File: config.mk
export PLATFORM = sky130hd
export DESIGN_NAME = mem_responder_flat
export DESIGN_NICKNAME = d
export VERILOG_FILES = /design/src/rtl/mem_responder_pkg.sv /design/src/rtl/mem_responder_if.sv /design/src/rtl/mem_addr_decode.sv /design/src/rtl/mem_responder.sv /design/src/flat_wrapper.sv
export SDC_FILE = /design/constraint.sdc
export NUM_CORES = 2
export LEC_CHECK = 0
export CORE_MARGIN = 3
export CORE_UTILIZATION = 55
export DETAILED_ROUTE_END_ITERATION = 6
export DONT_BUFFER_PORTS = 1
export PLACE_DENSITY = 0.73
export SLEW_MARGIN = 10
export SYNTH_ARGS = -nofsm -noshare
export SYNTH_HDL_FRONTEND = slang
export SYNTH_SLANG_ARGS = --single-unit
File: constraint.sdc
create_clock -name clk_in -period 5.44 [get_ports clk_in]
set_input_delay 1.088 -clock clk_in [delete_from_list [all_inputs] [get_ports clk_in]]
set_output_delay 1.088 -clock clk_in [all_outputs]
set_load 0.005 [all_outputs]
File: src/rtl/mem_responder_pkg.sv
// Shared bus definitions for the 6502 control unit: rw encoding, open-bus value,
// default memory map and the responder state encoding.
package mem_responder_pkg;

  localparam logic RW_READ  = 1'b1;
  localparam logic RW_WRITE = 1'b0;

  localparam logic [7:0] OPEN_BUS = 8'hFF;

  localparam logic [15:0] ROM_BASE = 16'h0000;
  localparam logic [15:0] RAM_BASE = 16'h0200;
  localparam logic [15:0] IO_ADDR  = 16'hD000;

  typedef enum logic [1:0] {
    IDLE = 2'd0,
    WAIT = 2'd1,
    RESP = 2'd2
  } bus_state_t;

endpackage

File: src/rtl/mem_responder_if.sv
// CPU-side bus bundle: 16-bit address, 8-bit data, rw/enable request and
// ready/hit completion.
interface mem_responder_if;

  logic [15:0] addr_bus_in;
  logic [7:0]  data_bus_in;
  logic        rw;
  logic        enable;
  logic [7:0]  data_bus_out;
  logic        ready;
  logic        hit;

  modport master (
    output addr_bus_in, data_bus_in, rw, enable,
    input  data_bus_out, ready, hit
  );

  modport slave (
    input  addr_bus_in, data_bus_in, rw, enable,
    output data_bus_out, ready, hit
  );

endinterface

File: src/rtl/mem_addr_decode.sv
// Combinational address decode for a DEPTH-word RAM window and a single IO register.
// The RAM window never wraps below RAM_BASE because the compare is on the offset.
module mem_addr_decode #(
  parameter int unsigned DEPTH    = 256,
  parameter logic [15:0] RAM_BASE = mem_responder_pkg::RAM_BASE,
  parameter logic [15:0] IO_ADDR  = mem_responder_pkg::IO_ADDR
) (
  input  logic [15:0]              addr,
  output logic                     ram_hit,
  output logic                     io_hit,
  output logic [$clog2(DEPTH)-1:0] ram_index
);

  logic [15:0] offset;

  always_comb begin
    offset    = addr - RAM_BASE;
    ram_hit   = {1'b0, offset} < 17'(DEPTH);
    io_hit    = (addr == IO_ADDR);
    ram_index = offset[$clog2(DEPTH)-1:0];
  end

endmodule

File: src/rtl/mem_responder.sv
// Bus responder: on-chip RAM plus a display-digit register, each request
// completed by a one-cycle ready pulse after WAIT_STATES extra cycles.
module mem_responder #(
  parameter int unsigned DEPTH       = 256,
  parameter logic [15:0] RAM_BASE    = mem_responder_pkg::RAM_BASE,
  parameter logic [15:0] IO_ADDR     = mem_responder_pkg::IO_ADDR,
  parameter int unsigned WAIT_STATES = 1
) (
  input  logic            clk_in,
  input  logic            reset_n,
  mem_responder_if.slave  bus,
  output logic [3:0]      dgt_out
);

  import mem_responder_pkg::*;

  localparam int unsigned IW = $clog2(DEPTH);

  bus_state_t  state, state_n;
  logic [3:0]  cnt, cnt_n;
  logic        accept, enter_resp;

  logic [15:0] lat_addr;
  logic        lat_rw;
  logic [7:0]  lat_data;

  logic [15:0] acc_addr;
  logic        acc_rw;
  logic [7:0]  acc_data;

  logic          ram_hit, io_hit;
  logic [IW-1:0] ram_index;

  logic [7:0]  ram [DEPTH];
  logic [7:0]  rdata_q;
  logic        hit_q;
  logic [3:0]  dgt_q;

  always_comb begin
    state_n    = state;
    cnt_n      = cnt;
    accept     = 1'b0;
    enter_resp = 1'b0;
    case (state)
      IDLE: if (bus.enable) begin
        accept = 1'b1;
        if (WAIT_STATES == 0) begin
          state_n    = RESP;
          enter_resp = 1'b1;
        end else begin
          state_n = WAIT;
          cnt_n   = 4'(WAIT_STATES - 1);
        end
      end
      WAIT: if (cnt == 4'd0) begin
        state_n    = RESP;
        enter_resp = 1'b1;
      end else begin
        cnt_n = cnt - 4'd1;
      end
      RESP:    state_n = IDLE;
      default: state_n = IDLE;
    endcase
  end

  // With zero wait states the access edge is also the accept edge, so the
  // request is taken straight from the bus while still in IDLE.
  always_comb begin
    acc_addr = (state == IDLE) ? bus.addr_bus_in : lat_addr;
    acc_rw   = (state == IDLE) ? bus.rw          : lat_rw;
    acc_data = (state == IDLE) ? bus.data_bus_in : lat_data;
  end

  mem_addr_decode #(
    .DEPTH    (DEPTH),
    .RAM_BASE (RAM_BASE),
    .IO_ADDR  (IO_ADDR)
  ) u_decode (
    .addr      (acc_addr),
    .ram_hit   (ram_hit),
    .io_hit    (io_hit),
    .ram_index (ram_index)
  );

  always_ff @(posedge clk_in) begin
    if (!reset_n) begin
      state    <= IDLE;
      cnt      <= '0;
      lat_addr <= '0;
      lat_rw   <= RW_READ;
      lat_data <= '0;
      rdata_q  <= '0;
      hit_q    <= 1'b0;
      dgt_q    <= '0;
    end else begin
      state <= state_n;
      cnt   <= cnt_n;
      if (accept) begin
        lat_addr <= bus.addr_bus_in;
        lat_rw   <= bus.rw;
        lat_data <= bus.data_bus_in;
      end
      if (enter_resp) begin
        hit_q <= ram_hit | io_hit;
        if (acc_rw == RW_READ) begin
          if (ram_hit)     rdata_q <= ram[ram_index];
          else if (io_hit) rdata_q <= {4'h0, dgt_q};
          else             rdata_q <= OPEN_BUS;
        end else if (io_hit) begin
          dgt_q <= acc_data[3:0];
        end
      end
    end
  end

  // RAM contents survive reset; only the pending write is suppressed.
  always_ff @(posedge clk_in) begin
    if (reset_n && enter_resp && acc_rw == RW_WRITE && ram_hit)
      ram[ram_index] <= acc_data;
  end

  assign bus.data_bus_out = rdata_q;
  assign bus.ready        = (state == RESP);
  assign bus.hit          = hit_q;
  assign dgt_out          = dgt_q;

endmodule

File: src/flat_wrapper.sv
// flat-port wrapper written by rule: the top's interface ports become plain ports
module mem_responder_flat import mem_responder_pkg::*;
#(
  parameter int unsigned DEPTH       = 256,
  parameter logic [15:0] RAM_BASE    = mem_responder_pkg::RAM_BASE,
  parameter logic [15:0] IO_ADDR     = mem_responder_pkg::IO_ADDR,
  parameter int unsigned WAIT_STATES = 1
)
  (clk_in, reset_n, dgt_out, bus_addr_bus_in, bus_data_bus_in, bus_rw, bus_enable, bus_data_bus_out, bus_ready, bus_hit);
  mem_responder_if bus_i ();
  input  logic clk_in;
  input  logic reset_n;
  output logic [3:0] dgt_out;
  input wire logic [$bits(bus_i.addr_bus_in)-1:0] bus_addr_bus_in;
  input wire logic [$bits(bus_i.data_bus_in)-1:0] bus_data_bus_in;
  input wire logic [$bits(bus_i.rw)-1:0] bus_rw;
  input wire logic [$bits(bus_i.enable)-1:0] bus_enable;
  output wire logic [$bits(bus_i.data_bus_out)-1:0] bus_data_bus_out;
  output wire logic [$bits(bus_i.ready)-1:0] bus_ready;
  output wire logic [$bits(bus_i.hit)-1:0] bus_hit;
  assign bus_i.addr_bus_in = bus_addr_bus_in;
  assign bus_i.data_bus_in = bus_data_bus_in;
  assign bus_i.rw = bus_rw;
  assign bus_i.enable = bus_enable;
  assign bus_data_bus_out = bus_i.data_bus_out;
  assign bus_ready = bus_i.ready;
  assign bus_hit = bus_i.hit;
  mem_responder #(.DEPTH(DEPTH), .RAM_BASE(RAM_BASE), .IO_ADDR(IO_ADDR), .WAIT_STATES(WAIT_STATES)) u_core (.clk_in(clk_in), .reset_n(reset_n), .bus(bus_i), .dgt_out(dgt_out));
endmodule
# ---- Word level (Yosys, flattened, before mapping)
# Memory sizes are Yosys's and may differ from the RTL's.
# Cells that the tools add are included.
dict set report totals {
  regBits 44
  latch_bits 0
  ram_bits 2048
  mem_bits_ro 0
  inputBits 28
  elab_cells 47
  memories 1
}
# name depth word_bits read_ports rd_ports_with_merged_regs wr line_no
set memory_table {}
lappend memory_table {u_core.ram 256 8 1 0 1 mem_responder.sv:34} ;# logic [7:0] ram [DEPTH];
dict set report classes {
  n_addsub 2
  mul 0
  n_div 0
  n_lt_le_gt_ge 1
  eq_ne 6
  shifts 0
  muxes 17
  bitwise 2
  reduce_logical 10
}
# operator count
set ops {}
lappend ops {{8-bit 2-to-1 mux} 3}
lappend ops {{16-bit == test (second input constant)} 1}
lappend ops {{16-bit by 9-bit less-than comparator with 1-bit output (second input constant)} 1}
lappend ops {{16-bit 2-to-1 mux} 1}
lappend ops {{16-bit by 10-bit subtractor with 16-bit output (second input constant)} 1}
lappend ops {{4-bit 2-to-1 mux} 2}
lappend ops {{4-bit case mux with 2 select lines} 1}
lappend ops {{1-bit 2-to-1 mux} 7}
lappend ops {{3-bit AND reduction} 2}
lappend ops {{4-bit logical NOT} 1}
lappend ops {{2-bit 2-to-1 mux} 2}
lappend ops {{2-bit != test (second input constant)} 2}
lappend ops {{2-bit case mux with 2 select lines} 1}
lappend ops {{2-bit AND reduction} 2}
lappend ops {{4-bit by 1-bit subtractor with 4-bit output (second input constant)} 1}
lappend ops {{1-bit logical AND} 3}
lappend ops {{2-bit by 1-bit == test with 1-bit output (second input constant)} 1}
lappend ops {{2-bit == test (second input constant)} 1}
lappend ops {{2-bit logical NOT} 1}
lappend ops {{2-bit by 1-bit != test with 1-bit output (second input constant)} 1}
lappend ops {{2-bit nonzero test} 1}
lappend ops {{1-bit inverter} 1}
lappend ops {{1-bit bitwise OR} 1}

# ---- Logic depth before layout (Yosys ltp)
dict set report depth {
  depth_word 8
  depth_mapped 14
}

# ---- By module
# From an unflattened synthesis, not the netlist that was laid out.
dict set report unflattened {
  hier_cells 4049
  hier_area_um2 81922.3
}
# module n_inst cells_each area_per_inst_um2 seq_area_each_um2
set by_module_without_submodules {}
lappend by_module_without_submodules {mem_responder 1 4024 81747.2 62379.8}
lappend by_module_without_submodules {mem_addr_decode 1 25 175.2 0.0}

# ---- Worst setup path after synthesis
# Ideal clock, no wire load.
dict set report synth_timing {
  kind {flip-flop to flip-flop}
  start {register u_core.state[1]}
  end {memory u_core.ram[0][0], data pin}
  setup_time_ps 825
  t_arrival_ps 4475
  required_time_ps 4615
  slack_ps 139
  path_stages_with_launch 7
  n_path_buf 3
  period_less_slack_ps 5301
  cell_sequence {dfxtp_1 nor2_4 buf_4 clkbuf_1 buf_1 nand2_1 nand2_1}
}
dict set report synth_via {
  elab_chain_cells 2
}
# element line_no
set synth_lines {}
lappend synth_lines {{start, declared} mem_responder.sv:19} ;# bus_state_t state, state_n;
lappend synth_lines {{start signal, assigned} mem_responder.sv:96} ;# state <= state_n;
lappend synth_lines {{2-bit logical NOT} mem_responder.sv:71} ;# acc_data = (state == IDLE) ? bus.data_bus_in : lat_data;
lappend synth_lines {{8-bit 2-to-1 mux} mem_responder.sv:71}
lappend synth_lines {{net u_core.acc_data[0]} mem_responder.sv:29} ;# logic [7:0] acc_data;
lappend synth_lines {{end, declared} mem_responder.sv:34}
# The timed path passes the listed nets, and every way through them passes these cells.

# ---- Worst setup path after layout
dict set report layout_timing {
  start {register u_core.state[0]}
  end {register u_core.rdata_q[1] (netlist: u_core.bus.data_bus_out[1])}
}
dict set report layout_via {
  elab_chain_cells 5
  elab_cells_between_ends 12
}
# element line_no
set layout_lines {}
lappend layout_lines {{2-bit logical NOT} {mem_responder.sv:69, mem_responder.sv:70}}
lappend layout_lines {{16-bit 2-to-1 mux} mem_responder.sv:69} ;# acc_addr = (state == IDLE) ? bus.addr_bus_in : lat_addr;
lappend layout_lines {{16-bit by 10-bit subtractor with 16-bit output / 16-bit == test (equally long branches)} {mem_addr_decode.sv:17, mem_addr_decode.sv:19}}
lappend layout_lines {{memory 256 x 8 bit, or another cell as far along} --}
lappend layout_lines {{8-bit 2-to-1 mux} mem_responder.sv:106} ;# if (ram_hit) rdata_q <= ram[ram_index];
lappend layout_lines {{end signal, assigned} mem_responder.sv:106}
lappend layout_lines {{end signal, assigned} mem_responder.sv:107} ;# else if (io_hit) rdata_q <= {4'h0, dgt_q};
lappend layout_lines {{end, declared} mem_responder.sv:35} ;# logic [7:0] rdata_q;
# Several ways; a longest one is shown, not always the timed one.
# A chain may end at the register's enable or synchronous reset.

==> metrics.csv <==
stage;metric;value;unit
pwr;power.share.combinational;0.177;
die;rows;137;
pwr;max-vdd-ir-drop;0.554;mV
setup_path;critical_path.top_delay_family;compound AO/OA/AOI/OAI gates;
synthesis;syn-num-nets;4661;
die;fp.dieH;383;um
pwr;power_density;447;nW/um^2
cts;clk_root_buffer_cell;clkbuf_16;
synthesis;synth-warning-count;0;
run;maxCapViolations;0;
pwr;switching_share;0.280;
synthesis;synthDominantCellAreaShare;0.786;
layout;most_common_library_cell_in_the_layout_ignoring_fill_and_taps;edfxtp_1;
setup_path;worst_ep_arrival_time;5460;ps
die;io_pins;42;
timing;finClkSkew;25.0;ps
setup_path;path_depth;11;
cts;cts_setup_buffers;0;
timing;maxSlewHeadroom;0.215;
timing;rsz_0062_raised_after_global_routing;no;
synthesis;postSynthCellCount;4631;
timing;final-setup-viol-count;0;
synthesis;syn-mean-instance-area;16.9;um^2
cts;cts.htree.levels;4;
synthesis;ys_seq_elements;2092;
drt;first_pass_iters;7;
die;floorplan.die.width;383;um
cts;clk_latency;810;ps
cts;clkSlewWorstSetupHoldPaths;70;ps
timing;setup_tns;0;ps
placed_design;placed_cells_incl_taps;6343;
synthesis;mappedNetlistArea;78300;um^2
die;dieArea;147000;um^2
setup_path;critPathBufInv;3;
synthesis;synth.largest_area_cell;edfxtp_1;
die;floorplan.core_area;140000;um^2
placed_design;hpwlAfterDp;117000;um
pwr;net-switching-power;10.9;mW
drt;via_count;46100;
cts;ctsLongestPathBuffers;3;
setup_path;cp_max_fo;50;
die;start_util;0.558;
setup_path;critPathSlowestCell;o41ai_1;
placed_design;routabilityCongestion;0.892;
drt;post_drt_wl_per_cell;30.3;um
setup_path;crit_path_cell_trace;nor2_4, buf_4, o21ai_4, buf_12, buf_12, a22oi_1, a21oi_1, o41ai_1, nand4_1, a221oi_1, a21oi_1;
pwr;seq_power_share;0.485;
global_routing;via_count_of_the_first_global_routing_pass;43700;
cts;cts_resized;0;
synthesis;ys_dominant_reg_cell;edfxtp_1;
global_routing;grt_util_all_layers;0.273;
setup_path;critical-path-max-stage-delay;890;ps
status;failed_checks;DRC;
drt;detail_route.drc_violations;1;
layout;final_net_count;4687;
placed_design;port_buffers;0;
setup_path;cp-start-kind;flop;
layout;mostFrequentLayoutCells;edfxtp_1, a22oi_1, a21oi_1;
timing;final_min_period_over_clock_period;0.881;
cts;clock_sinks;2092;
drt;antenna_left;0;
pwr;clkPwrFrac;0.338;
cts;cts_buffers;188;
cts;cts.hold.buffers_added;0;
setup_path;timing.critical_path.to_type;flop;
drt;viasPerCell;6.89;
layout;area_growth_synth_to_finish;11.5;%
global_routing;number_of_antenna_violations_at_the_first_check_in_global_routing;6;
synthesis;synth_sequential_area_ratio;0.797;
synthesis;synthDistinctLibCells;59;
drt;drt_first_iter_violations;7701;
pwr;total_leakage_power;26.5;nW
setup_path;worst-r2r-cell-count;11;
global_routing;grt_first_pass_wirelength;295000;um
min_path;whs_path_depth;1;
timing;timing.final.max_slew_violations;0;
timing;worst_pin_slew;1180;ps
timing;hold_violations;0;
status;status;complete, but fails checks;
layout;drive_gt1_frac;0.107;
setup_path;worst_ep_required_time;6110;ps
drt;routed_wirelength;203000;um
synthesis;number_of_synthesized_flops_with_an_enable_pin;2048;
setup_path;kind_of_critical_path;reg2reg;
timing;minimum_clock_period;4790;ps
timing;fmaxAchievable;209;MHz
synthesis;synthTopCellsByArea;edfxtp_1, a22oi_1, a21oi_1, a221oi_1, nor2_1;
synthesis;synthArstFlopShare;0;
min_path;hold_class;in2reg;
pwr;internal_power;28.1;mW
global_routing;grt_remaining_overflow;0;
global_routing;pin_count_of_the_biggest_net_entering_global_routing;154;
layout;fin_cells;6693;
cts;cts_tree;done;
==> synthesized netlist by cell type (all sizes together) (2+ instances only) <==
| library cell | n |
|---|---|
| nand2 | 103 |
| nand4 | 22 |
| a41o | 7 |
| o31a | 2 |
| inv | 8 |
| dfxtp | 44 |
| edfxtp | 2048 |
| a21oi | 431 |
| nand3b | 5 |
| a41oi | 3 |
| a22oi | 800 |
| clkbuf | 102 |
| or4b | 3 |
| o211ai | 6 |
| a22o | 112 |
| xnor2 | 3 |
| nand3 | 26 |
| ha | 2 |
| o41ai | 100 |
| nor3 | 3 |
| and2 | 2 |
| nor4b | 3 |
| o21ai | 43 |
| or4 | 2 |
| or2 | 2 |
| nand2b | 8 |
| buf | 252 |
| o21a | 5 |
| mux2i | 7 |
| o22ai | 56 |
| a221oi | 116 |
| o31ai | 5 |
| a222oi | 5 |
| nor4 | 2 |
| a31oi | 9 |
| or3 | 7 |
| nor2 | 268 |
==> flip-flops by register name, indices dropped and copies added, names as in the netlist <==
| name | count |
|---|---|
| u_core.cnt | 4 |
| u_core.lat_rw | 1 |
| u_core.lat_addr | 16 |
| u_core.lat_data | 8 |
| u_core.ram | 2048 |
| u_core.bus.data_bus_out | 8 |
| u_core.bus.hit | 1 |
| u_core.dgt_out | 4 |
| u_core.state | 2 |
==> metal layers <==
layer | global-route usage | up-vias | share of wire
li1 | - | 19200 | -
met1 | 0.389 | 23200 | 0.38
met2 | 0.410 | 3320 | 0.46
met3 | 0.0646 | 422 | 0.12
met4 | 0.110 | 0 | 0.039
met5 | 0 | - | 0
==> worst paths after layout <==
check,startpoint,to,slack [ps]
worst max-delay path,u_core.state[0],u_core.bus.data_bus_out[1],650
worst min-delay path,reset_n,u_core.lat_rw,370
worst max register to register,u_core.state[0],u_core.bus.data_bus_out[1],650
worst min register to register,u_core.lat_data[3],u_core.lat_data[3],460
==> area by class of cell <==
type,instances,area [um^2]
sequential,2092,62400
fill,9459,53100
multi-input combinational,2177,14400
clock buffer,218,4990
tap,1876,2350
timing repair buffer,190,2000
clock inverter,125,1160
inverter,8,30.0
antenna,7,17.5
==> through the flow <==
stage / utilization / hold WS (ps) / total power, mW / setup WS (ps) / area, um^2
after floorplan: - / 432 / 23.4 / 139 / 78300
after global placement: 0.578 / 441 / 25.9 / 831 / 81100
after detailed placement: 0.578 / 449 / 26.0 / 771 / 81100
after CTS: 0.622 / 311 / 39.0 / 852 / 87300
after global routing: 0.622 / 342 / 40.1 / 579 / 87300
final: 0.622 / 368 / 39.0 / 648 / 87300
==> worst register-to-register path, stage by stage, from the launching register on <==
cell,delay (ps)
dfxtp_1,450
nor2_4,460
buf_4,380
o21ai_4,300
buf_12,290
buf_12,320
a22oi_1,150
a21oi_1,130
o41ai_1,890
nand4_1,390
a221oi_1,760
a21oi_1,130
==> power groups by stage <==
stage                     sequential [mW]  combinational [mW]  clock, mW
after CTS                            18.9                6.79       13.2
after global routing                 18.9                7.23       13.9
after detailed placement             19.3                6.77          0
after floorplan                      19.6                3.79          0
final                                18.9                6.92       13.2
after global placement               19.3                6.65          0
==> kinds of logic after synthesis <==
group | synth area share
AO/OA/AOI/OAI | 0.153
XOR/XNOR | 0.000448
adder cells (fa/ha/maj) | 0.000320
buffers and inverters | 0.0218
flip-flops | 0.797
multiplexers | 0.000895
AND/OR/NAND/NOR | 0.0267
(Power assumes the default switching activity.)
